[src/rtl/scan_test_pkg.sv]
// Shared definitions for the scan-test sequencer: controller state encoding.
// The pattern record is declared in scan_test_ctrl because its field widths
// follow that module's CHAIN_LEN / PI_W / PO_W parameters.
package scan_test_pkg;

  typedef enum logic [2:0] {
    ST_IDLE    = 3'd0,
    ST_WAIT    = 3'd1,
    ST_SHIFT   = 3'd2,
    ST_CAPTURE = 3'd3,
    ST_DONE    = 3'd4
  } state_e;

  // States in which the sequencer is working through a run.
  function automatic logic state_is_busy(input state_e s);
    return (s == ST_WAIT) || (s == ST_SHIFT) || (s == ST_CAPTURE);
  endfunction

endpackage

[src/rtl/scan_pat_buf.sv]
// One-entry valid/ready pattern buffer. Accepts only while empty and enabled;
// the controller empties it with a pop when it moves the entry to its active
// register. Fill and pop never coincide because ready requires an empty buffer.
module scan_pat_buf #(
  parameter type T = logic
) (
  input  logic clk,
  input  logic rst,
  input  logic i_en,
  input  logic i_valid,
  output logic o_ready,
  input  T     i_data,
  input  logic i_pop,
  output logic o_full,
  output T     o_data
);

  logic r_full;
  T     r_data;

  assign o_ready = i_en && !r_full;
  assign o_full  = r_full;
  assign o_data  = r_data;

  // Capture a pattern on handshake; release the slot on pop.
  always_ff @(posedge clk or negedge rst) begin
    if (!rst) begin
      r_full <= 1'b0;
      r_data <= '0;
    end else if (i_valid && o_ready) begin
      r_full <= 1'b1;
      r_data <= i_data;
    end else if (i_pop) begin
      r_full <= 1'b0;
    end
  end

endmodule

[src/rtl/scan_test_ctrl.sv]
// Scan-test sequencer: loads each buffered pattern into the scan chain, applies
// one functional capture cycle, then unloads the captured state, overlapping
// the unload with the next load when that pattern is already buffered.
// Unloaded state and captured PO are compared with the expected values.
module scan_test_ctrl
  import scan_test_pkg::*;
#(
  parameter int CHAIN_LEN = 3,
  parameter int PI_W      = 1,
  parameter int PO_W      = 1,
  parameter int CNT_W     = 8
) (
  input  logic                 clk,
  input  logic                 rst,
  input  logic                 start,
  input  logic                 pat_valid,
  output logic                 pat_ready,
  input  logic [CHAIN_LEN-1:0] pat_scan,
  input  logic [PI_W-1:0]      pat_pi,
  input  logic [CHAIN_LEN-1:0] pat_exp,
  input  logic [PO_W-1:0]      pat_exp_po,
  input  logic                 pat_last,
  output logic                 scan_enable,
  output logic                 scan_in,
  output logic [PI_W-1:0]      pi,
  input  logic                 scan_out,
  input  logic [PO_W-1:0]      po,
  output logic                 busy,
  output logic                 done,
  output logic [CNT_W-1:0]     fail_cnt,
  output logic                 fail_any,
  output logic [CNT_W-1:0]     first_fail_idx
);

  localparam int CW = (CHAIN_LEN > 1) ? $clog2(CHAIN_LEN) : 1;

  typedef struct packed {
    logic [CHAIN_LEN-1:0] scan;
    logic [PI_W-1:0]      pi;
    logic [CHAIN_LEN-1:0] exp;
    logic [PO_W-1:0]      exp_po;
    logic                 last;
  } pat_t;

  function automatic logic [CNT_W-1:0] sat_inc(input logic [CNT_W-1:0] v);
    return (&v) ? v : v + CNT_W'(1);
  endfunction

  state_e               r_state;
  logic [CW-1:0]        r_cnt;
  logic                 r_load;
  logic                 r_unload;
  pat_t                 r_act;
  logic [CHAIN_LEN-1:0] r_unl;
  logic [CHAIN_LEN-1:0] r_rsp_exp;
  logic                 r_rsp_po_mis;
  logic                 r_rsp_last;
  logic [CNT_W-1:0]     r_rsp_idx;
  logic [CNT_W-1:0]     r_pat_idx;
  logic                 r_cmp_pend;
  logic                 r_last_acc;
  logic [CNT_W-1:0]     r_fail_cnt;
  logic                 r_fail_any;
  logic [CNT_W-1:0]     r_first_idx;

  pat_t                 w_in_pat;
  pat_t                 w_buf_data;
  logic                 w_buf_full;
  logic                 w_buf_en;
  logic                 w_pop;
  logic [CW-1:0]        w_sh_idx;
  logic                 w_cnt_last;
  logic                 w_start_ok;
  logic                 w_mis;

  assign w_in_pat   = '{scan: pat_scan, pi: pat_pi, exp: pat_exp,
                        exp_po: pat_exp_po, last: pat_last};
  // No acceptance outside a run, nor after the run's final pattern.
  assign w_buf_en   = (r_state != ST_IDLE) && (r_state != ST_DONE) && !r_last_acc;
  assign w_pop      = ((r_state == ST_WAIT) && w_buf_full) ||
                      ((r_state == ST_CAPTURE) && w_buf_full && !r_act.last);
  // Chain bit addressed on this shift cycle: MSB first, so it lands in flop
  // CHAIN_LEN-1 after the final shift; unload sees flop CHAIN_LEN-1 first too.
  assign w_sh_idx   = CW'(CHAIN_LEN - 1) - r_cnt;
  assign w_cnt_last = (r_cnt == CW'(CHAIN_LEN - 1));
  assign w_start_ok = start && ((r_state == ST_IDLE) || (r_state == ST_DONE));
  assign w_mis      = (r_unl != r_rsp_exp) || r_rsp_po_mis;

  scan_pat_buf #(.T(pat_t)) u_buf (
    .clk     (clk),
    .rst     (rst),
    .i_en    (w_buf_en),
    .i_valid (pat_valid),
    .o_ready (pat_ready),
    .i_data  (w_in_pat),
    .i_pop   (w_pop),
    .o_full  (w_buf_full),
    .o_data  (w_buf_data)
  );

  assign scan_enable    = (r_state == ST_SHIFT);
  assign scan_in        = (r_state == ST_SHIFT) && r_load && r_act.scan[w_sh_idx];
  assign pi             = r_act.pi;
  assign busy           = state_is_busy(r_state);
  assign done           = (r_state == ST_DONE);
  assign fail_cnt       = r_fail_cnt;
  assign fail_any       = r_fail_any;
  assign first_fail_idx = r_first_idx;

  // Sequencing: load/capture/unload state machine plus response bookkeeping.
  always_ff @(posedge clk or negedge rst) begin
    if (!rst) begin
      r_state      <= ST_IDLE;
      r_cnt        <= '0;
      r_load       <= 1'b0;
      r_unload     <= 1'b0;
      r_act        <= '0;
      r_unl        <= '0;
      r_rsp_exp    <= '0;
      r_rsp_po_mis <= 1'b0;
      r_rsp_last   <= 1'b0;
      r_rsp_idx    <= '0;
      r_pat_idx    <= '0;
      r_cmp_pend   <= 1'b0;
      r_last_acc   <= 1'b0;
    end else begin
      r_cmp_pend <= 1'b0;
      if (pat_valid && pat_ready && pat_last) r_last_acc <= 1'b1;
      case (r_state)
        ST_IDLE, ST_DONE: begin
          if (start) begin
            r_state    <= ST_WAIT;
            r_pat_idx  <= '0;
            r_last_acc <= 1'b0;
          end
        end
        ST_WAIT: begin
          if (w_buf_full) begin
            r_state  <= ST_SHIFT;
            r_act    <= w_buf_data;
            r_load   <= 1'b1;
            r_unload <= 1'b0;
            r_cnt    <= '0;
          end
        end
        ST_SHIFT: begin
          if (r_unload) r_unl[w_sh_idx] <= scan_out;
          if (w_cnt_last) begin
            r_cnt <= '0;
            if (r_unload) r_cmp_pend <= 1'b1;
            if (r_load)          r_state <= ST_CAPTURE;
            else if (r_rsp_last) r_state <= ST_DONE;
            else                 r_state <= ST_WAIT;
          end else begin
            r_cnt <= r_cnt + CW'(1);
          end
        end
        ST_CAPTURE: begin
          r_rsp_exp    <= r_act.exp;
          r_rsp_po_mis <= (po != r_act.exp_po);
          r_rsp_last   <= r_act.last;
          r_rsp_idx    <= r_pat_idx;
          r_pat_idx    <= r_pat_idx + CNT_W'(1);
          r_state      <= ST_SHIFT;
          r_unload     <= 1'b1;
          r_cnt        <= '0;
          if (w_pop) begin
            r_act  <= w_buf_data;
            r_load <= 1'b1;
          end else begin
            r_load <= 1'b0;
          end
        end
        default: r_state <= ST_IDLE;
      endcase
    end
  end

  // Result accumulation: one cycle after a pattern's final unload shift.
  always_ff @(posedge clk or negedge rst) begin
    if (!rst) begin
      r_fail_cnt  <= '0;
      r_fail_any  <= 1'b0;
      r_first_idx <= '0;
    end else if (w_start_ok) begin
      r_fail_cnt  <= '0;
      r_fail_any  <= 1'b0;
      r_first_idx <= '0;
    end else if (r_cmp_pend && w_mis) begin
      r_fail_cnt <= sat_inc(r_fail_cnt);
      r_fail_any <= 1'b1;
      if (!r_fail_any) r_first_idx <= r_rsp_idx;
    end
  end

endmodule
[config.mk]
export PLATFORM = sky130hd
export DESIGN_NAME = scan_test_ctrl
export DESIGN_NICKNAME = d
export VERILOG_FILES = /design/src/rtl/scan_test_pkg.sv /design/src/rtl/scan_pat_buf.sv /design/src/rtl/scan_test_ctrl.sv
export SDC_FILE = /design/constraint.sdc
export NUM_CORES = 1
export LEC_CHECK = 0
export ABC_AREA = 1
export CAP_MARGIN = 20
export CORE_UTILIZATION = 25
export DETAILED_ROUTE_END_ITERATION = 10
export GPL_TIMING_DRIVEN = 0
export PLACE_DENSITY_LB_ADDON = 0.25
export SLEW_MARGIN = 5
export SYNTH_ARGS = -nofsm -noshare
export SYNTH_HDL_FRONTEND = slang
export SYNTH_SLANG_ARGS = --single-unit
[constraint.sdc]
create_clock -name clk -period 1.8 [get_ports clk]
set_input_delay 0.36 -clock clk [delete_from_list [all_inputs] [get_ports clk]]
set_output_delay 0.36 -clock clk [all_outputs]
set_load 0.01 [all_outputs]
== After elaboration in Yosys (flattened, before gate mapping) ==
Cells that the tools add are included.

* Word-level logic and storage cells: 124
* Output and inout bits: 23
* Register bits: 69
* Input port bits: 15

* Equal/unequal tests: 14
* Magnitude comparators: 2
* $add $sub $neg: 4
* Reduce and logical (&&, ||, !) cells: 38
* Mux-type cells: 40

{| class="wikitable"
|+ Operators with widths
! kind !! number
|-
| 2-to-1 mux 8 bit || 7
|-
| 2-to-1 mux 9 bit || 2
|-
| case mux 9 bit (2 select lines) || 1
|-
| adder 8 x 1 -> 8 bit (second input constant) || 2
|-
| case mux 8 bit (2 select lines) || 1
|-
| 2-to-1 mux 1 bit || 15
|-
| 2-to-1 mux 3 bit || 5
|-
| logical AND 1 bit || 13
|-
| case mux 3 bit (4 select lines) || 1
|-
| AND reduction 2 bit || 6
|-
| != test 2 x 1 -> 1 bit (second input constant) || 4
|-
| AND reduction 8 bit || 1
|-
| nonzero test 2 bit || 4
|-
| equality test 3 x 2 -> 1 bit (second input constant) || 2
|-
| case mux 2 bit (3 select lines) || 1
|-
| AND reduction 3 bit || 2
|-
| nonzero test 3 bit || 2
|-
| logical OR 1 bit || 5
|-
| 2-to-1 mux 2 bit || 2
|-
| != test 2 bit (second input constant) || 2
|-
| case mux 1 bit (2 select lines) || 2
|-
| bitwise mux 3 bit || 1
|-
| equality test 3 x 1 -> 1 bit (second input constant) || 1
|-
| equality test 3 bit (second input constant) || 1
|-
| 13 further kinds || 15
|}

== Logic depth before layout (Yosys ltp) ==
Gate-level depths: netlist (run 1).

* Depth in word-level cells: 9
* Mapped depth: 9
* Gate-level depth less buffers: 9

== By module ==
From an unflattened synthesis (run 1), not the netlist that was laid out.

* Cells, all modules: 393
* Area, all modules: 3,330.7 um^2

{| class="wikitable"
|+ Modules (own cells, without submodules)
! module !! instances !! cells each !! sequential area each (um^2) !! area an instance (um^2)
|-
| scan_test_ctrl || 1 || 348 || 1,476.4 || 2,892.8
|-
| scan_pat_buf || 1 || 45 || 250.2 || 437.9
|}

== Least setup slack after synthesis (run 1) ==
No wires, ideal clock.

* Path kind: reg-to-output
* Start: register r_cnt[0]
* End: output scan_in
* Arrival: 1.088 ns
* Path buffers: 0
* Required time: 1.440 ns
* Stages on the path, launching flop included: 5
* Path slack: 0.352 ns
* Cell sequence: dfrtp_1 > inv_1 > ha_1 > o22ai_1 > and3_1

* Word-level cells in the longest chain between the ends: 4

{| class="wikitable"
|+ Ends and longest elaborated chain
! what !! RTL line !! text
|-
| start, declared || scan_test_ctrl.sv:50 || <nowiki>logic [CW-1:0] r_cnt;</nowiki>
|-
| start signal, assigned || scan_test_ctrl.sv:155 || <nowiki>r_cnt <= r_cnt + CW'(1);</nowiki>
|-
| subtractor 2 bit || scan_test_ctrl.sv:84 || <nowiki>assign w_sh_idx = CW'(CHAIN_LEN - 1) - r_cnt;</nowiki>
|-
| binary-select mux 1 bit (select 2 bit) || scan_test_ctrl.sv:102 || <nowiki>assign scan_in = (r_state == ST_SHIFT) && r_load && r_act.scan[w_sh_idx];</nowiki>
|-
| 2-to-1 mux 1 bit (not written as such) || scan_test_ctrl.sv:102 ||
|-
| logical AND 1 bit || scan_test_ctrl.sv:102 ||
|-
| end, declared || scan_test_ctrl.sv:24 || <nowiki>output logic scan_in,</nowiki>
|}

Every way passes these cells. The select of a mux whose other input is x is not followed.

== Final worst setup path (run 1) ==
* Start: register r_cnt[1]
* End: output scan_in

Same word-level chain as after synthesis.

==> flow_metrics.env, run 1 <==
export IMPL_dp_hpwl_um=5070
export IMPL_layout_drive_gt1_share_pct=13.3
export IMPL_max_freq_ghz=0.535
export IMPL_violations="negative setup slack"
export IMPL_timing_reg2reg_setup_slack_ns=0.16
export IMPL_required_ns=1.44
export IMPL_cp_start_kind="flop"
export IMPL_yosys_area_top_type_share_pct=53.5
export IMPL_ys_ff_latch=69
export IMPL_drv_cap=0
export IMPL_rsz0062_at_grt="true"
export IMPL_cts_root_buf="clkbuf_16"
export IMPL_yosysTopAreaCell="dfrtp_1"
export IMPL_clkTransAtPathRegs_ns=0.06
export IMPL_synth_cell_types=27
export IMPL_worst_slew_pin_slew_ns=0.479
export IMPL_nets=474
export IMPL_netlist_instances=395
export IMPL_period_share_pct=104
export IMPL_r2r_start="r_state[1]"
export IMPL_drt_iter0_drc=201
export IMPL_syn_nets=416
export IMPL_powerDensity_nw_per_um2=1650
export IMPL_die_w_um=116
export IMPL_pin_count=38
export IMPL_wire_per_inst_um=11.8
export IMPL_fp_row_count=41
export IMPL_antenna_found_initial=0
export IMPL_worstSetupEndpointType="output port"
export IMPL_instances_no_fill=630
export IMPL_yosys_top_cells_count="128 x nand2_1, 69 x dfrtp_1, 47 x inv_1, 38 x o21ai_0, 34 x nor2_1"
export IMPL_worstPathArrival_ns=1.51
export IMPL_synth_main_ff_cell="dfrtp_1"
export IMPL_setup_viol=1
export IMPL_dp_worst_setup_slack_ns=-0.276
export IMPL_slew_viol_final=0
export IMPL_die_h_um=116
export IMPL_clockBufferDepth=2
export IMPL_status="complete, but fails checks"
export IMPL_coreArea_sq_um=12600
export IMPL_initial_core_util_pct=25.6
export IMPL_maxSlewHeadroom_pct=68.1
export IMPL_synth_yosys_seq_area_share_pct=53.5
export IMPL_dieArea_sq_um=13400
export IMPL_cp_slowest_cell="dfrtp_1"
export IMPL_grt_util_all_layers_pct=12.5
export IMPL_postSynthAreaPerCell_sq_um=8.17
export IMPL_fin_ws_ns=-0.0690
export IMPL_synth_area_sq_um=3230
export IMPL_post_route_util_pct=33.5
export IMPL_drtAntennaViolNets=0
export IMPL_cts_buffers=9
export IMPL_critPathMaxStageDelay_ns=0.37
export IMPL_cts_tree="yes"
export IMPL_period_needed_ns=1.87
export IMPL_n_fill_cell=1351
export IMPL_yosysWarnings=0
export IMPL_vias=2654
export IMPL_place_area_sq_um=3840
export IMPL_ir_drop_v=0.000594
export IMPL_synth_area_leaders="dfrtp_1 54%, nand2_1 15%, o21ai_0 5.9%"
export IMPL_grt_overflow=0
export IMPL_rr_endpoint="r_pat_idx[7]"
export IMPL_clk_latency_ns=0.34
export IMPL_fin_skew_ns=0.00537
export IMPL_synth_edf_count=0
export IMPL_vias_per_cell=4.21
export IMPL_grt_pass1_wl_um=12800
export IMPL_numPlacedInstances=605
export IMPL_reg2reg_depth=9
export IMPL_cp_endpoint="scan_in"
export IMPL_final_cell_area_sq_um=4230
export IMPL_p_leak_uw=0.00206
export IMPL_firstDrtPassIters=4
export IMPL_final_hold_violation_count=0
export IMPL_crit_chain="inv_2, ha_4, o21ai_2, o22ai_1, and3_1, buf_2"
export IMPL_h_tree_depth=3
export IMPL_cp_max_fo=3
export IMPL_hold_path_class="primary input to async pin"
export IMPL_setup_worst_path_class="flop to output port"
export IMPL_antenna_cells=0
export IMPL_finalWirelength_um=7410
export IMPL_crit_path_start="r_cnt[1]"
export IMPL_cts_num_sinks=69
export IMPL_grt_max_degree=61
export IMPL_syn2layout_area_growth_pct=31.0
export IMPL_port_buffers=37
export IMPL_synth_most_common_cell="nand2_1"
export IMPL_globalplace_congestion=0.802
export IMPL_ys_async_sr_fraction_pct=100
export IMPL_grt_pass1_vias=2644
export IMPL_whs_ns=0.400
export IMPL_drc=0
==> sequential cells by signal, indices dropped and copies added, names as in the netlist, 3 cells and up <==
name	flops
r_rsp_idx	8
first_fail_idx	8
r_pat_idx	8
r_unl	3
r_rsp_exp	3
r_act	8
fail_cnt	8
u_buf.o_data	9
r_state	3
==> worst min path at each step <==
| stage | startpoint | end | slack (ns) | cells past startpoint |
|---|---|---|---|---|
| 2_1_floorplan | rst | fail_any | 0.06 | 0 |
| 3_3_place_gp | r_act[7] | r_act[7] | 0.45 | 2 |
| 3_5_place_dp | rst | pi | 0.21 | 1 |
| 6_report | rst | pi | 0.40 | 2 |
| 4_1_cts | rst | pi | 0.39 | 2 |
| 5_1_grt | rst | pi | 0.41 | 2 |
==> stage by stage <==
| stage | power [uW] | TNS, ns |
|---|---|---|
| after floorplan | 4100 | 0 |
| after global placement | 5010 | -144.19 |
| after detailed placement | 5070 | -0.277 |
| after CTS | 6990 | -0.191 |
| after global routing | 7570 | -0.116 |
| final | 6990 | -0.0690 |
==> report_power, final <==
group	internal [uW]	total, uW	leakage (uW)	switching [uW]
registers	2120	2570	0.000901	448
logic	1130	2610	0.00101	1480
clock network	1110	1810	0.000146	696
==> logic make-up after synthesis <==
| logic type | Yosys count | synth area share, % |
|---|---|---|
| simple gates | 204 | 26.6 |
| flops | 69 | 53.5 |
| buf+inv | 60 | 7.68 |
| compound gates | 53 | 9.04 |
| fa+ha+maj | 6 | 2.33 |
| xor+xnor | 3 | 0.815 |
==> cell type report <==
type | count | area (sq um) | share of cell area, %
Multi-Input combinational cell | 266 | 1270 | 30.2
Sequential cell | 69 | 1730 | 40.9
Timing Repair Buffer | 47 | 457 | 10.8
Tap cell | 172 | 215 | 5.09
Buffer | 9 | 55.1 | 1.30
Clock buffer | 11 | 243 | 5.74
Clock inverter | 5 | 60.1 | 1.42
Inverter | 51 | 193 | 4.56
==> timing repair <==
item	CTS	global route
endpoints found under the hold margin	9	0
hold buffers	1	0
pin swaps	1	3
setup buffers	5	3
resized for setup	13	6
endpoints found under the setup margin	5	9
==> worst max-delay path, delay by kind of cell, from the launching register on <==
kind	cells	cell delay (ns)
and+or+nand+nor	1	0.18
buffers and inverters	2	0.20
DFF	1	0.37
adders and majority gates	1	0.27
AOI/OAI and AO/OA	2	0.16
==> routing by layer <==
layer	vias to the layer above	global-route usage [%]	share of wire, %
met4	0	6.49	2.5
met5	-	0	0
met1	1225	16.2	49
li1	1360	-	-
met3	12	2.77	3.8
met2	57	19.6	44
==> placed cells by master (no fill, tap or decap), types with 2 or more instances in the layout <==
master and instances:
nand2_1 127, dfrtp_1 68, inv_1 43, o21ai_0 37
nor2_1 34, clkdlybuf4s50_1 31, nand3_1 29, buf_4 11
clkbuf_16 9, inv_2 7, o21ai_2 6, buf_2 6
a21oi_1 6, ha_1 5, nand2_2 4, nand3_2 3
xnor2_1 3, dlygate4sd2_1 3, o22ai_1 2, clkinv_2 2
clkbuf_1 2, o31ai_1 2, clkinv_4 2
No activity file was read; power rests on OpenSTA's default activity.
==> run 2, diff against run 1 <==
--- a/config.mk
+++ b/config.mk
@@ -11,6 +11,7 @@
 export DETAILED_ROUTE_END_ITERATION = 10
 export GPL_TIMING_DRIVEN = 0
 export PLACE_DENSITY_LB_ADDON = 0.25
+export SKIP_CTS_REPAIR_TIMING = 1
 export SLEW_MARGIN = 5
 export SYNTH_ARGS = -nofsm -noshare
 export SYNTH_HDL_FRONTEND = slang
==> constraint.sdc (replaced) <==
create_clock -name clk -period 1.84 [get_ports clk]
set_input_delay 0.368 -clock clk [delete_from_list [all_inputs] [get_ports clk]]
set_output_delay 0.368 -clock clk [all_outputs]
set_load 0.01 [all_outputs]
==> run 2 against run 1 <==
The run still ends with negative setup slack left. Wire length shrank 0.38%. Non-clock buffer count shrank 3. Sequential power shrank 2%. Count of clock-buffer cells in the layout is the same. Die area is the same. Critical path depth is the same. Clock skew shrank 0.00055 ns. First-iteration DRC count shrank 18%. Utilization shrank 0.12 points. Largest cell class unchanged.
==> flow_metrics.env, run 2 (synthesis results as in run 1) <==
export IMPL_cts_root_buf="clkbuf_16"
export IMPL_final_cell_mix="128 x nand2_1, 68 x dfrtp_1, 43 x inv_1"
export IMPL_fin_ws_ns=-0.101
export IMPL_power_uw=6790
export IMPL_fp_row_count=41
export IMPL_grt_pass1_vias=2602
export IMPL_port_buffers=37
export IMPL_coreArea_sq_um=12600
export IMPL_drv_cap=0
export IMPL_rsz0062_at_grt="true"
export IMPL_final_hold_violation_count=0
export IMPL_n_fill_cell=1344
export IMPL_period_share_pct=105
export IMPL_finalWirelength_um=7380
export IMPL_grt_max_degree=61
export IMPL_cp_start_kind="flop"
export IMPL_ir_drop_v=0.000580
export IMPL_nets=471
export IMPL_setup_viol=1
export IMPL_clkTransAtPathRegs_ns=0.06
export IMPL_cts_num_sinks=69
export IMPL_layout_drive_gt1_share_pct=12.3
export IMPL_worst_slew_pin_slew_ns=0.486
export IMPL_timing_reg2reg_setup_slack_ns=0.17
export IMPL_vias_per_cell=4.22
export IMPL_final_common_cell="nand2_1"
export IMPL_h_tree_depth=3
export IMPL_dieArea_sq_um=13400
export IMPL_worstPathArrival_ns=1.57
export IMPL_multiInputGateArea_sq_um=1270
export IMPL_grt_pass1_wl_um=12600
export IMPL_globalplace_congestion=0.802
export IMPL_grt_overflow=0
export IMPL_p_leak_uw=0.00208
export IMPL_seq_area_sq_um=1730
export IMPL_period_needed_ns=1.94
export IMPL_initial_core_util_pct=25.6
export IMPL_worstSetupEndpointType="output port"
export IMPL_wire_per_inst_um=11.8
export IMPL_die_h_um=116
export IMPL_post_route_util_pct=33.4
export IMPL_slew_viol_final=0
export IMPL_drtAntennaViolNets=0
export IMPL_hold_path_class="primary input to async pin"
export IMPL_powerDensity_nw_per_um2=1610
export IMPL_clk_latency_ns=0.34
export IMPL_cts_buffers=9
export IMPL_antenna_found_initial=0
export IMPL_setup_worst_path_class="flop to output port"
export IMPL_required_ns=1.47
export IMPL_firstDrtPassIters=5
export IMPL_cp_max_fo=6
export IMPL_antenna_cells=0
export IMPL_fin_tns_setup_ns=-0.101
export IMPL_status="complete, but fails checks"
export IMPL_largest_reg_flops=9
export IMPL_max_freq_ghz=0.515
export IMPL_cts_tree="yes"
export IMPL_drt_iter0_drc=165
export IMPL_violations="negative setup slack"
export IMPL_vias=2647
export IMPL_syn2layout_area_growth_pct=30.5
export IMPL_grt_util_all_layers_pct=12.3
export IMPL_die_w_um=116
export IMPL_drc=0
export IMPL_fin_skew_ns=0.00482
export IMPL_dp_hpwl_um=5070
export IMPL_maxSlewHeadroom_pct=67.6
export IMPL_clockBufferDepth=2
export IMPL_pin_count=38
==> run 2: changes by cell type in the layout (fill, tap and decap cells not counted), sizes merged <==
cell           delta
buf               -4
dlymetal6s2s      +4
dlygate4sd2       -3
clkbuf            +1
clkdlybuf4s15     -1
==> run 2: metrics by stage <==
stage | setup slack, ns | area, sq um | hold WS (ns) | instances
after floorplan | 0.384 | 3230 | 0.0724 | 395
after global placement | -2.06 | 3810 | 0.451 | 604
after detailed placement | -0.244 | 3840 | 0.221 | 605
after CTS | -0.617 | 4140 | -0.143 | 621
after global routing | -0.177 | 4210 | 0.422 | 627
final | -0.101 | 4210 | 0.407 | 627
==> run 2: final timing paths <==
check                                  from     endpoint  cells past startpoint
min in group clk                   r_act[7]     r_act[7]                      2
worst max-delay path               r_cnt[0]      scan_in                      6
worst min-delay path                    rst           pi                      2
max in group asynchronous               rst   r_state[1]                      3
worst min register to register     r_act[7]     r_act[7]                      2
worst max register to register  fail_cnt[0]  fail_cnt[6]                      8
==> run 2: layout make-up <==
cell class / count / area share, %
plain buffers: 9 / 1.31
clock buffers: 11 / 5.77
clock inverters: 5 / 1.43
inverters: 51 / 4.58
multi-input cells: 266 / 30.1
flip-flops and latches: 69 / 41.0
well taps: 172 / 5.11
repair buffers: 44 / 10.6
==> run 2: where the power goes <==
group	leakage (uW)	internal, uW	switching, uW
combinational	0.00104	1080	1420
sequential	0.000901	2080	444
clock	0.000146	1090	678
total	0.00208	4240	2550
==> run 2: worst max-delay path, cell delays in order, from the launching register on <==
cell and delay (ns):
dfrtp_1 0.39, inv_2 0.10, ha_4 0.28, o21ai_0 0.07
o22ai_1 0.09, and3_1 0.18, clkbuf_2 0.13
==> run 2: metal layers <==
layer	GRT usage, %	vias to the layer above	part of all wire, %
li1	-	1355	-
met3	2.77	11	3.2
met4	6.23	0	2.1
met1	16.0	1245	50
met2	19.0	36	45
met5	0	-	0
